==> src/rtl/dwt_lift_stream_pkg.sv <==
// Shared types and width helpers for the streaming lifting DWT.
package dwt_lift_stream_pkg;

  typedef enum logic [1:0] {
    FIRST_E = 2'd0,
    FIRST_O = 2'd1,
    ST_E    = 2'd2,
    ST_O    = 2'd3
  } state_e;

  typedef enum logic {
    MODE_HAAR = 1'b0,
    MODE_53   = 1'b1
  } mode_e;

  // Output coefficient width for a given input sample width.
  function automatic int unsigned out_w(input int unsigned dw);
    return dw + 1;
  endfunction

  // Internal lifting arithmetic width for a given input sample width.
  function automatic int unsigned int_w(input int unsigned dw);
    return dw + 2;
  endfunction

endpackage

==> src/rtl/dwt_lift_stream_if.sv <==
// Sample-in / coefficient-pair-out stream bundle for dwt_lift_stream.
interface dwt_lift_stream_if #(
  parameter int unsigned DATA_W = 16
);
  logic                     s_valid;
  logic                     s_ready;
  logic signed [DATA_W-1:0] s_data;
  logic                     s_last;
  logic                     m_valid;
  logic                     m_ready;
  logic signed [DATA_W:0]   m_an;
  logic signed [DATA_W:0]   m_dn;
  logic                     m_last;

  // DUT side: consumes samples, produces pairs.
  modport slave (
    input  s_valid, s_data, s_last, m_ready,
    output s_ready, m_valid, m_an, m_dn, m_last
  );

  // Environment side: produces samples, consumes pairs.
  modport master (
    output s_valid, s_data, s_last, m_ready,
    input  s_ready, m_valid, m_an, m_dn, m_last
  );
endinterface

==> src/rtl/dwt_lift_stream_core.sv <==
// Combinational predict/update datapath for Haar and LeGall 5/3 lifting.
module dwt_lift_core
  import dwt_lift_stream_pkg::*;
#(
  parameter int unsigned DATA_W = 16
) (
  input  logic signed [DATA_W-1:0]         e,
  input  logic signed [DATA_W-1:0]         o,
  input  logic signed [DATA_W-1:0]         e_next,
  input  logic signed [int_w(DATA_W)-1:0]  dprev,
  input  logic                             first,
  input  logic                             mode53,
  output logic signed [int_w(DATA_W)-1:0]  a_c,
  output logic signed [int_w(DATA_W)-1:0]  d_c
);
  localparam int unsigned IW = int_w(DATA_W);
  localparam logic signed [IW-1:0] TWO = IW'(2);

  logic signed [IW-1:0] ee, oo, en;
  logic signed [IW-1:0] d_haar, a_haar, d_53, a_53, dp;

  // Predict then update; the first pair of a frame mirrors d[n] into d[n-1].
  always_comb begin
    ee     = IW'(e);
    oo     = IW'(o);
    en     = IW'(e_next);
    d_haar = oo - ee;
    a_haar = ee + (d_haar >>> 1);
    d_53   = oo - ((ee + en) >>> 1);
    dp     = first ? d_53 : dprev;
    a_53   = ee + ((dp + d_53 + TWO) >>> 2);
    a_c    = mode53 ? a_53 : a_haar;
    d_c    = mode53 ? d_53 : d_haar;
  end

endmodule

==> src/rtl/dwt_lift_stream.sv <==
// Streaming single-level integer lifting DWT (Haar or LeGall 5/3 per frame).
module dwt_lift_stream
  import dwt_lift_stream_pkg::*;
#(
  parameter int unsigned DATA_W     = 16,
  parameter bit          SUPPORT_53 = 1'b1
) (
  input  logic                clk,
  input  logic                rst_n,
  input  logic                cfg_mode,
  dwt_lift_stream_if.slave    bus,
  output logic                err_odd
);
  localparam int unsigned IW  = int_w(DATA_W);
  localparam int unsigned DW1 = out_w(DATA_W);

  state_e                   state_q, state_d;
  mode_e                    mode_q, mode_d;
  logic signed [DATA_W-1:0] e_q, e_d, o_q, o_d;
  logic signed [IW-1:0]     dprev_q, dprev_d;
  logic                     first_q, first_d;
  logic                     mv_d, last_d, err_d;
  logic signed [DW1-1:0]    an_d, dn_d;

  logic                     acc;
  logic signed [DATA_W-1:0] o_sel, en_sel;
  logic signed [IW-1:0]     a_w, d_w;
  mode_e                    mode_in;

  // Upstream may only push when the output slot is free or draining this cycle.
  assign bus.s_ready = !bus.m_valid | bus.m_ready;
  assign acc         = bus.s_valid & bus.s_ready;
  assign mode_in     = SUPPORT_53 ? mode_e'(cfg_mode) : MODE_HAAR;

  // In ST_E the incoming sample is x[2n+2]; elsewhere it is the odd sample
  // and the right neighbour defaults to the held even (symmetric extension).
  assign o_sel  = (state_q == ST_E) ? o_q : bus.s_data;
  assign en_sel = (state_q == ST_E) ? bus.s_data : e_q;

  dwt_lift_core #(.DATA_W(DATA_W)) u_core (
    .e      (e_q),
    .o      (o_sel),
    .e_next (en_sel),
    .dprev  (dprev_q),
    .first  (first_q),
    .mode53 (mode_q == MODE_53),
    .a_c    (a_w),
    .d_c    (d_w)
  );

  // Next-state, holding-register and output-register updates.
  always_comb begin
    state_d = state_q;
    mode_d  = mode_q;
    e_d     = e_q;
    o_d     = o_q;
    dprev_d = dprev_q;
    first_d = first_q;
    mv_d    = bus.m_valid & !bus.m_ready;
    an_d    = bus.m_an;
    dn_d    = bus.m_dn;
    last_d  = bus.m_last;
    err_d   = 1'b0;
    if (acc) begin
      unique case (state_q)
        FIRST_E: begin
          e_d     = bus.s_data;
          mode_d  = mode_in;
          first_d = 1'b1;
          if (bus.s_last) err_d = 1'b1;
          else            state_d = FIRST_O;
        end
        FIRST_O: begin
          o_d = bus.s_data;
          if (mode_q == MODE_HAAR || bus.s_last) begin
            mv_d    = 1'b1;
            an_d    = DW1'(a_w);
            dn_d    = DW1'(d_w);
            last_d  = bus.s_last;
            state_d = FIRST_E;
          end else begin
            state_d = ST_E;
          end
        end
        ST_E: begin
          mv_d    = 1'b1;
          an_d    = DW1'(a_w);
          dn_d    = DW1'(d_w);
          last_d  = 1'b0;
          e_d     = bus.s_data;
          dprev_d = d_w;
          first_d = 1'b0;
          if (bus.s_last) begin
            err_d   = 1'b1;
            state_d = FIRST_E;
          end else begin
            state_d = ST_O;
          end
        end
        ST_O: begin
          o_d = bus.s_data;
          if (bus.s_last) begin
            mv_d    = 1'b1;
            an_d    = DW1'(a_w);
            dn_d    = DW1'(d_w);
            last_d  = 1'b1;
            state_d = FIRST_E;
          end else begin
            state_d = ST_E;
          end
        end
        default: state_d = FIRST_E;
      endcase
    end
  end

  // State, holding and output registers.
  always_ff @(posedge clk or negedge rst_n) begin
    if (!rst_n) begin
      state_q     <= FIRST_E;
      mode_q      <= MODE_HAAR;
      e_q         <= '0;
      o_q         <= '0;
      dprev_q     <= '0;
      first_q     <= 1'b0;
      bus.m_valid <= 1'b0;
      bus.m_an    <= '0;
      bus.m_dn    <= '0;
      bus.m_last  <= 1'b0;
      err_odd     <= 1'b0;
    end else begin
      state_q     <= state_d;
      mode_q      <= mode_d;
      e_q         <= e_d;
      o_q         <= o_d;
      dprev_q     <= dprev_d;
      first_q     <= first_d;
      bus.m_valid <= mv_d;
      bus.m_an    <= an_d;
      bus.m_dn    <= dn_d;
      bus.m_last  <= last_d;
      err_odd     <= err_d;
    end
  end

endmodule

==> src/flat_wrapper.sv <==
// flat-port wrapper written by rule: the top's interface ports become plain ports
module dwt_lift_stream_flat import dwt_lift_stream_pkg::*;
#(
  parameter int unsigned DATA_W     = 16,
  parameter bit          SUPPORT_53 = 1'b1
)
  (clk, rst_n, cfg_mode, err_odd, bus_s_valid, bus_s_data, bus_s_last, bus_m_ready, bus_s_ready, bus_m_valid, bus_m_an, bus_m_dn, bus_m_last);
  dwt_lift_stream_if #(.DATA_W(DATA_W)) bus_i ();
  input  logic clk;
  input  logic rst_n;
  input  logic cfg_mode;
  output logic err_odd;
  input wire logic [$bits(bus_i.s_valid)-1:0] bus_s_valid;
  input wire logic [$bits(bus_i.s_data)-1:0] bus_s_data;
  input wire logic [$bits(bus_i.s_last)-1:0] bus_s_last;
  input wire logic [$bits(bus_i.m_ready)-1:0] bus_m_ready;
  output wire logic [$bits(bus_i.s_ready)-1:0] bus_s_ready;
  output wire logic [$bits(bus_i.m_valid)-1:0] bus_m_valid;
  output wire logic [$bits(bus_i.m_an)-1:0] bus_m_an;
  output wire logic [$bits(bus_i.m_dn)-1:0] bus_m_dn;
  output wire logic [$bits(bus_i.m_last)-1:0] bus_m_last;
  assign bus_i.s_valid = bus_s_valid;
  assign bus_i.s_data = bus_s_data;
  assign bus_i.s_last = bus_s_last;
  assign bus_i.m_ready = bus_m_ready;
  assign bus_s_ready = bus_i.s_ready;
  assign bus_m_valid = bus_i.m_valid;
  assign bus_m_an = bus_i.m_an;
  assign bus_m_dn = bus_i.m_dn;
  assign bus_m_last = bus_i.m_last;
  dwt_lift_stream #(.DATA_W(DATA_W), .SUPPORT_53(SUPPORT_53)) u_core (.clk(clk), .rst_n(rst_n), .cfg_mode(cfg_mode), .bus(bus_i), .err_odd(err_odd));
endmodule
==> config.mk <==
export PLATFORM = sky130hd
export DESIGN_NAME = dwt_lift_stream_flat
export DESIGN_NICKNAME = d
export VERILOG_FILES = /design/src/rtl/dwt_lift_stream_pkg.sv /design/src/rtl/dwt_lift_stream_if.sv /design/src/rtl/dwt_lift_stream_core.sv /design/src/rtl/dwt_lift_stream.sv /design/src/flat_wrapper.sv
export SDC_FILE = /design/constraint.sdc
export NUM_CORES = 1
export LEC_CHECK = 0
export CAP_MARGIN = 10
export CELL_PAD_IN_SITES_DETAIL_PLACEMENT = 1
export CELL_PAD_IN_SITES_GLOBAL_PLACEMENT = 2
export CORE_ASPECT_RATIO = 1.75
export CORE_MARGIN = 3
export CORE_UTILIZATION = 40
export DETAILED_ROUTE_END_ITERATION = 7
export PLACE_DENSITY = 0.83
export RECOVER_POWER = 25
export SETUP_SLACK_MARGIN = 0.5
export SLEW_MARGIN = 10
export SYNTH_ARGS = -nofsm -noshare
export SYNTH_HDL_FRONTEND = slang
export SYNTH_SLANG_ARGS = --single-unit
==> constraint.sdc <==
create_clock -name clk -period 16.1 [get_ports clk]
set_input_delay 3.22 -clock clk [delete_from_list [all_inputs] [get_ports clk]]
set_output_delay 3.22 -clock clk [all_outputs]
set_load 0.02 [all_outputs]
==> out/qor.yml, run 1 <==
final_layout:
  area_delta_synth_final_pct: 12.7
  fin_util_pct: 45.9
  diodes: 0
  drive_gt1_share_pct: 10.3
  nets: 1152
die:
  rows: 70
  core-area_mm2: 0.0210
  die_area_mm2: 0.0233
  ios: 60
  start_util_pct: 40.8
  die_h_um: 200
  die_w_um: 117
timing:
  hold_viol: 0
  drv_slew: 93
  setup-tns-final_ns: 0
  whs_ns: 0.478
  max_slew_margin_pct: -127
  worst_slew_pin_slew_ns: 3.40
  max_clock_freq_mhz: 94.1
  fin_skew_ns: 0.0139
  grt_setup_unrepaired: "false"
  fin_crit_ns: 10.63
  finalSetupViolations: 0
  fin_crit_sh_pct: 66.0
logic_synthesis:
  synthArstFlopShare_pct: 100
  synth_xor_area_share_pct: 5.17
  synthCells: 991
  ys_types: 72
  yosysWarnings: 0
  synth-seq-cells: 90
  seq_area_frac_synth_pct: 26.3
  syn-cell-area_mm2: 0.00857
  synthMuxAreaShare_pct: 10.7
  synth_edf_count: 0
  synth_top_family_by_area: "compound AO/OA/AOI/OAI gates"
  synth_nets: 1112
  synth-simple-area-share_pct: 14.9
  synthAdderAreaFrac_pct: 14.9
  syn_avg_cell_area_um2: 8.65
  synth-compound-area-share_pct: 24.1
  ys.flop_type: "dfrtp_1"
cts:
  cts.sinks: 90
  cts_max_path_buffers: 2
  post_cts_buffers: 0
  cts_root_buf: "clkbuf_16"
  cts_tree: "built"
  cts_hold_buf: 0
  clkLatencyLatePin_ns: 0.37
  cts.htree.levels: 3
  numCtsBuffers: 9
  path_clk_slew_ns: 0.07
  cts_resized: 0
route:
  drc: 0
  drtPass1Iterations: 4
  antenna_left: 0
  wl_um: 25400
  routedWlPerCell_um: 19.7
  vias: 7584
  drt_iter0_drc: 272
  detail_route.vias_per_cell: 5.89
placement:
  place.gp.congestion: 0.881
  hpwl_um: 20700
  io_buffers: 59
flow_run:
  max_cap_viol_count: 2
critical_path:
  crit_fanout: 8
  crit_type: "in -> reg"
  crit_arrival_ns: 10.86
  crit_path_start_kind: "input port"
  crit_slowest_cell: "o31ai_1"
  max_stage_delay_ns: 0.68
  path_common_cell: "ha_1"
  required_ns: 16.33
  critPathCaptureType: "flip-flop"
outcome:
  outcome: "complete, but fails checks"
  violations: "max-capacitance violations, max-slew violations"
global_route:
  grt_pass1_vias: 7918
  grt_pass1_wl_um: 40700
  grt_overflow: 0
  grt_use_total_pct: 22.6
  grt_max_degree: 61
  antenna_found_initial: 0
hold_path:
  hold_class: "reg -> reg"
[cell type report]
| cell class | count | area (um2) |
|---|---|---|
| clock buffers | 9 | 225 |
| inverters | 52 | 195 |
| clock inverters | 7 | 60.1 |
| fillers | 2513 | 11400 |
| multi-input cells | 812 | 5980 |
| well taps | 252 | 315 |
| repair buffers | 66 | 633 |
| flip-flops and latches | 90 | 2250 |
[path summary, 6_finish.rpt]
check	from	end	slack (ns)	cells after the start
setup / recovery	bus_s_data[2]	u_core.bus.m_an[15]$_DFFE_PN0P_	5.47	28
hold / removal	u_core.bus.m_an[5]$_DFFE_PN0P_	u_core.bus.m_an[5]$_DFFE_PN0P_	0.48	2
setup reg to reg	u_core.state_q[0]$_DFFE_PN0P_	u_core.bus.m_an[15]$_DFFE_PN0P_	7.59	29
hold reg to reg	u_core.bus.m_an[5]$_DFFE_PN0P_	u_core.bus.m_an[5]$_DFFE_PN0P_	0.48	2
max in group asynchronous	rst_n	u_core.e_q[12]$_DFFE_PN0P_	8.80	2
min in group asynchronous	rst_n	u_core.bus.m_an[2]$_DFFE_PN0P_	3.31	1
[metrics by stage]
step	worst slack [ns]	instance area [um2]	instances
3_3_place_gp	5.24	9380	1272
5_1_grt	4.86	9660	1288
4_1_cts	5.43	9670	1288
6_report	5.47	9660	1288
2_1_floorplan	6.61	8570	991
3_5_place_dp	5.08	9380	1272
[critical path, delay by kind of cell]
family | cells | cell delay [ns]
AO/OA/AOI/OAI | 9 | 2.69
adder cells (fa/ha/maj) | 5 | 1.89
AND/OR/NAND/NOR | 7 | 1.44
multiplexers | 4 | 0.89
buffers and inverters | 1 | 0.45
XOR/XNOR | 2 | 0.28
[synth_stat cells, drive strengths merged, types with 3 or more instances]
library cell | n | area share [%]
or3 | 6 | 0.44
a211o | 5 | 0.51
a32oi | 4 | 0.41
a21o | 36 | 3.2
a31oi | 7 | 0.51
o21a | 7 | 0.61
dfrtp | 90 | 26
nand4 | 8 | 0.58
a211oi | 17 | 1.5
o211ai | 13 | 1.1
nand2b | 14 | 1.0
o31ai | 6 | 0.69
a2111oi | 3 | 0.38
a221oi | 6 | 0.69
fa | 5 | 1.2
nor3 | 16 | 0.93
clkbuf | 19 | 0.85
a21oi | 69 | 4.0
xor2 | 18 | 1.8
o31a | 3 | 0.31
inv | 52 | 2.3
nand3 | 17 | 0.99
and2 | 9 | 0.66
o21ai | 97 | 5.7
ha | 94 | 14
mux2 | 66 | 8.7
a221o | 4 | 0.47
mux2i | 17 | 2.0
or2 | 4 | 0.29
o311ai | 4 | 0.58
nor3b | 4 | 0.35
xnor2 | 30 | 3.1
buf | 18 | 0.95
nor2 | 62 | 2.7
o2111ai | 3 | 0.31
and3 | 13 | 1.0
o21bai | 10 | 0.88
nor4 | 7 | 0.58
nand2 | 92 | 4.0
a31o | 4 | 0.41
nor2b | 6 | 0.44
[layout by cell type (no fill, tap or decap), types with 12 or more instances in the layout]
cell             synthesis  final
and3_1                  12     12
nand2_1                 92     92
xnor2_1                 30     30
a211oi_1                16     16
mux2i_1                 17     17
nand2b_1                14     14
ha_1                    94     94
nor3_1                  16     16
inv_1                   52     52
nor2_1                  62     61
mux2_2                  66     66
clkdlybuf4s50_1          0     58
dfrtp_1                 90     90
o211ai_1                13     13
xor2_1                  18     18
nand3_1                 17     17
a21o_1                  36     36
o21ai_0                 94     94
a21oi_1                 69     68
[registers in the layout, summed over array words and instances (netlist names)]
name                flops
u_core.e_q             16
u_core.bus.m_an        17
u_core.state_q          2
u_core.bus.m_valid      1
u_core.first_q          1
u_core.err_odd          1
u_core.o_q             16
u_core.dprev_q         17
u_core.bus.m_last       1
u_core.mode_q           1
u_core.bus.m_dn        17
[cells by family (layout without fill, tap and decap cells)]
kind of cell	count (synthesis)	in the layout
adders and majority gates	99	99
DFF	90	90
muxes	83	83
buffers and inverters	89	134
xor gates and xnor gates	49	49
and+or+nand+nor	266	266
AOI/OAI and AO/OA	315	315
[per-layer routing]
metal	share of wire (%)	track usage [%]	vias up
met5	0	0	-
met4	4.0	9.61	0
met3	2.2	2.88	51
met2	52	40.8	107
met1	42	26.5	3707
li1	-	-	3719
Power of run 1 is not shown: default switching activity piles up to over one toggle a cycle in this logic, so the estimate is an artifact.
==> inputs of run 2 (changes only) <==
- CORE_UTILIZATION: 40 -> 38
- PLACE_DENSITY: 0.83 -> 0.8
- clock period: 16.1 -> 9.9 ns (I/O delays scaled with it)
==> run 2 against run 1 <==
Against the previous run:
- the run still ends with max-capacitance violations, max-slew violations left
- cell count grew 3.8%
- sequential cell count is the same
- sequential share of layout area shrank 0.40 points
- critical path depth grew 3
- clock skew grew 0.00054 ns
- non-clock buffer count grew 5
- first-iteration DRC count shrank 21%
- register-to-register slack lost 5.9 ns
- cell area grew 1.8%
==> out/qor.yml, run 2 (synthesis gave the netlist of run 1 again) <==
global_route:
  grt_pass1_vias: 7938
  antenna_found_initial: 0
  grt_pass1_wl_um: 41600
  grt_max_degree: 65
  grt_overflow: 0
  grt_use_total_pct: 21.6
timing:
  max_clock_freq_mhz: 113
  grt_setup_unrepaired: "false"
  setup-tns-final_ns: 0
  max_slew_margin_pct: -141
  whs_ns: 0.480
  hold_viol: 0
  fin_crit_sh_pct: 89.7
  fin_skew_ns: 0.0145
  drv_slew: 65
  finalSetupViolations: 0
  fin_crit_ns: 8.88
  worst_slew_pin_slew_ns: 3.62
placement:
  dpl_cell_area_mm2: 0.00947
  io_buffers: 59
  place.gp.congestion: 0.825
  hpwl_um: 21100
  placed_cells: 1320
outcome:
  violations: "max-capacitance violations, max-slew violations"
  outcome: "complete, but fails checks"
final_layout:
  final_cell_mix: "o21ai_0 (94), ha_1 (94), nand2_1 (92)"
  final_cells: 1337
  final_area_mm2: 0.00983
  area_delta_synth_final_pct: 14.7
  diodes: 0
  reg_top3: "u_core.bus.m_an (17), u_core.bus.m_dn (17), u_core.dprev_q (17)"
  drive_gt1_share_pct: 11.2
  nets: 1157
cts:
  cts_root_buf: "clkbuf_16"
  cts_max_path_buffers: 2
  cts.htree.levels: 3
  cts_tree: "built"
  cts.sinks: 90
  path_clk_slew_ns: 0.07
  cts_hold_buf: 0
  numCtsBuffers: 9
  clkLatencyLatePin_ns: 0.37
die:
  die_w_um: 120
  start_util_pct: 38.7
  die_area_mm2: 0.0245
  rows: 72
  ios: 60
  die_h_um: 205
  core-area_mm2: 0.0222
critical_path:
  crit_type: "in -> reg"
  crit_arrival_ns: 9.11
  crit_path_start_kind: "input port"
  critPathCaptureType: "flip-flop"
  max_stage_delay_ns: 0.45
  path_common_cell: "ha_1"
  crit_fanout: 6
  crit_family: "compound AO/OA/AOI/OAI gates"
  crit_slowest_cell: "clkdlybuf4s50_1"
  path_buf_inv: 2
  required_ns: 10.13
route:
  drc: 0
  detail_route.vias_per_cell: 5.66
  antenna_left: 0
  routedWlPerCell_um: 19.4
  drt_iter0_drc: 215
  wl_um: 26000
  vias: 7569
  drtPass1Iterations: 4
hold_path:
  hold_class: "reg -> reg"
flow_run:
  max_cap_viol_count: 2
==> run 2: final cells by class <==
type / instances / area, um2
clock buffers: 11 / 243
clock inverters: 5 / 85.1
fillers: 2678 / 12300
inverters: 52 / 195
multi-input cells: 812 / 6010
flip-flops and latches: 90 / 2250
well taps: 296 / 370
repair buffers: 71 / 671
==> run 2: what timing repair did <==
action | in CTS | in global routing
resized for setup | 0 | 7
setup endpoints to repair | 0 | 3
setup buffers | 0 | 1
==> run 2: worst paths after layout <==
kind | startpoint | endpoint | slack, ns | depth (start not counted)
worst min-delay path | u_core.bus.m_an[2]$_DFFE_PN0P_ | u_core.bus.m_an[2]$_DFFE_PN0P_ | 0.48 | 2
max in group asynchronous | rst_n | u_core.o_q[14]$_DFFE_PN0P_ | 3.83 | 2
worst min register to register | u_core.bus.m_an[2]$_DFFE_PN0P_ | u_core.bus.m_an[2]$_DFFE_PN0P_ | 0.48 | 2
worst max-delay path | bus_s_data[2] | u_core.bus.m_an[15]$_DFFE_PN0P_ | 1.02 | 31
worst max register to register | u_core.state_q[0]$_DFFE_PN0P_ | u_core.bus.m_an[15]$_DFFE_PN0P_ | 1.70 | 32
min in group asynchronous | rst_n | u_core.bus.m_valid$_DFF_PN0_ | 1.95 | 1
==> run 2: stage by stage <==
step / setup WS, ns / util [%]
2_1_floorplan: 1.65 / -
4_1_cts: 0.682 / 44.2
3_5_place_dp: 0.320 / 42.7
3_3_place_gp: 0.481 / 42.7
6_report: 1.02 / 44.3
5_1_grt: 0.522 / 44.3
==> run 2: metal layers <==
layer | up-vias | GRT usage [%] | share of wire (%)
met4 | 0 | 8.52 | 2.9
met1 | 3718 | 24.9 | 42
met3 | 36 | 2.40 | 1.5
met2 | 80 | 40.4 | 54
met5 | - | 0 | 0
li1 | 3735 | - | -
==> run 2: worst register-to-register path, delay by kind of cell (launching register included) <==
kind	cells	cell delay, ns
buffers and inverters	2	0.59
XOR/XNOR	3	0.65
adder cells (fa/ha/maj)	5	1.72
flip-flops	1	0.50
multiplexers	4	0.94
AND/OR/NAND/NOR	3	0.98
AO/OA/AOI/OAI	15	2.70
Power of run 2 is left out for the same reason.
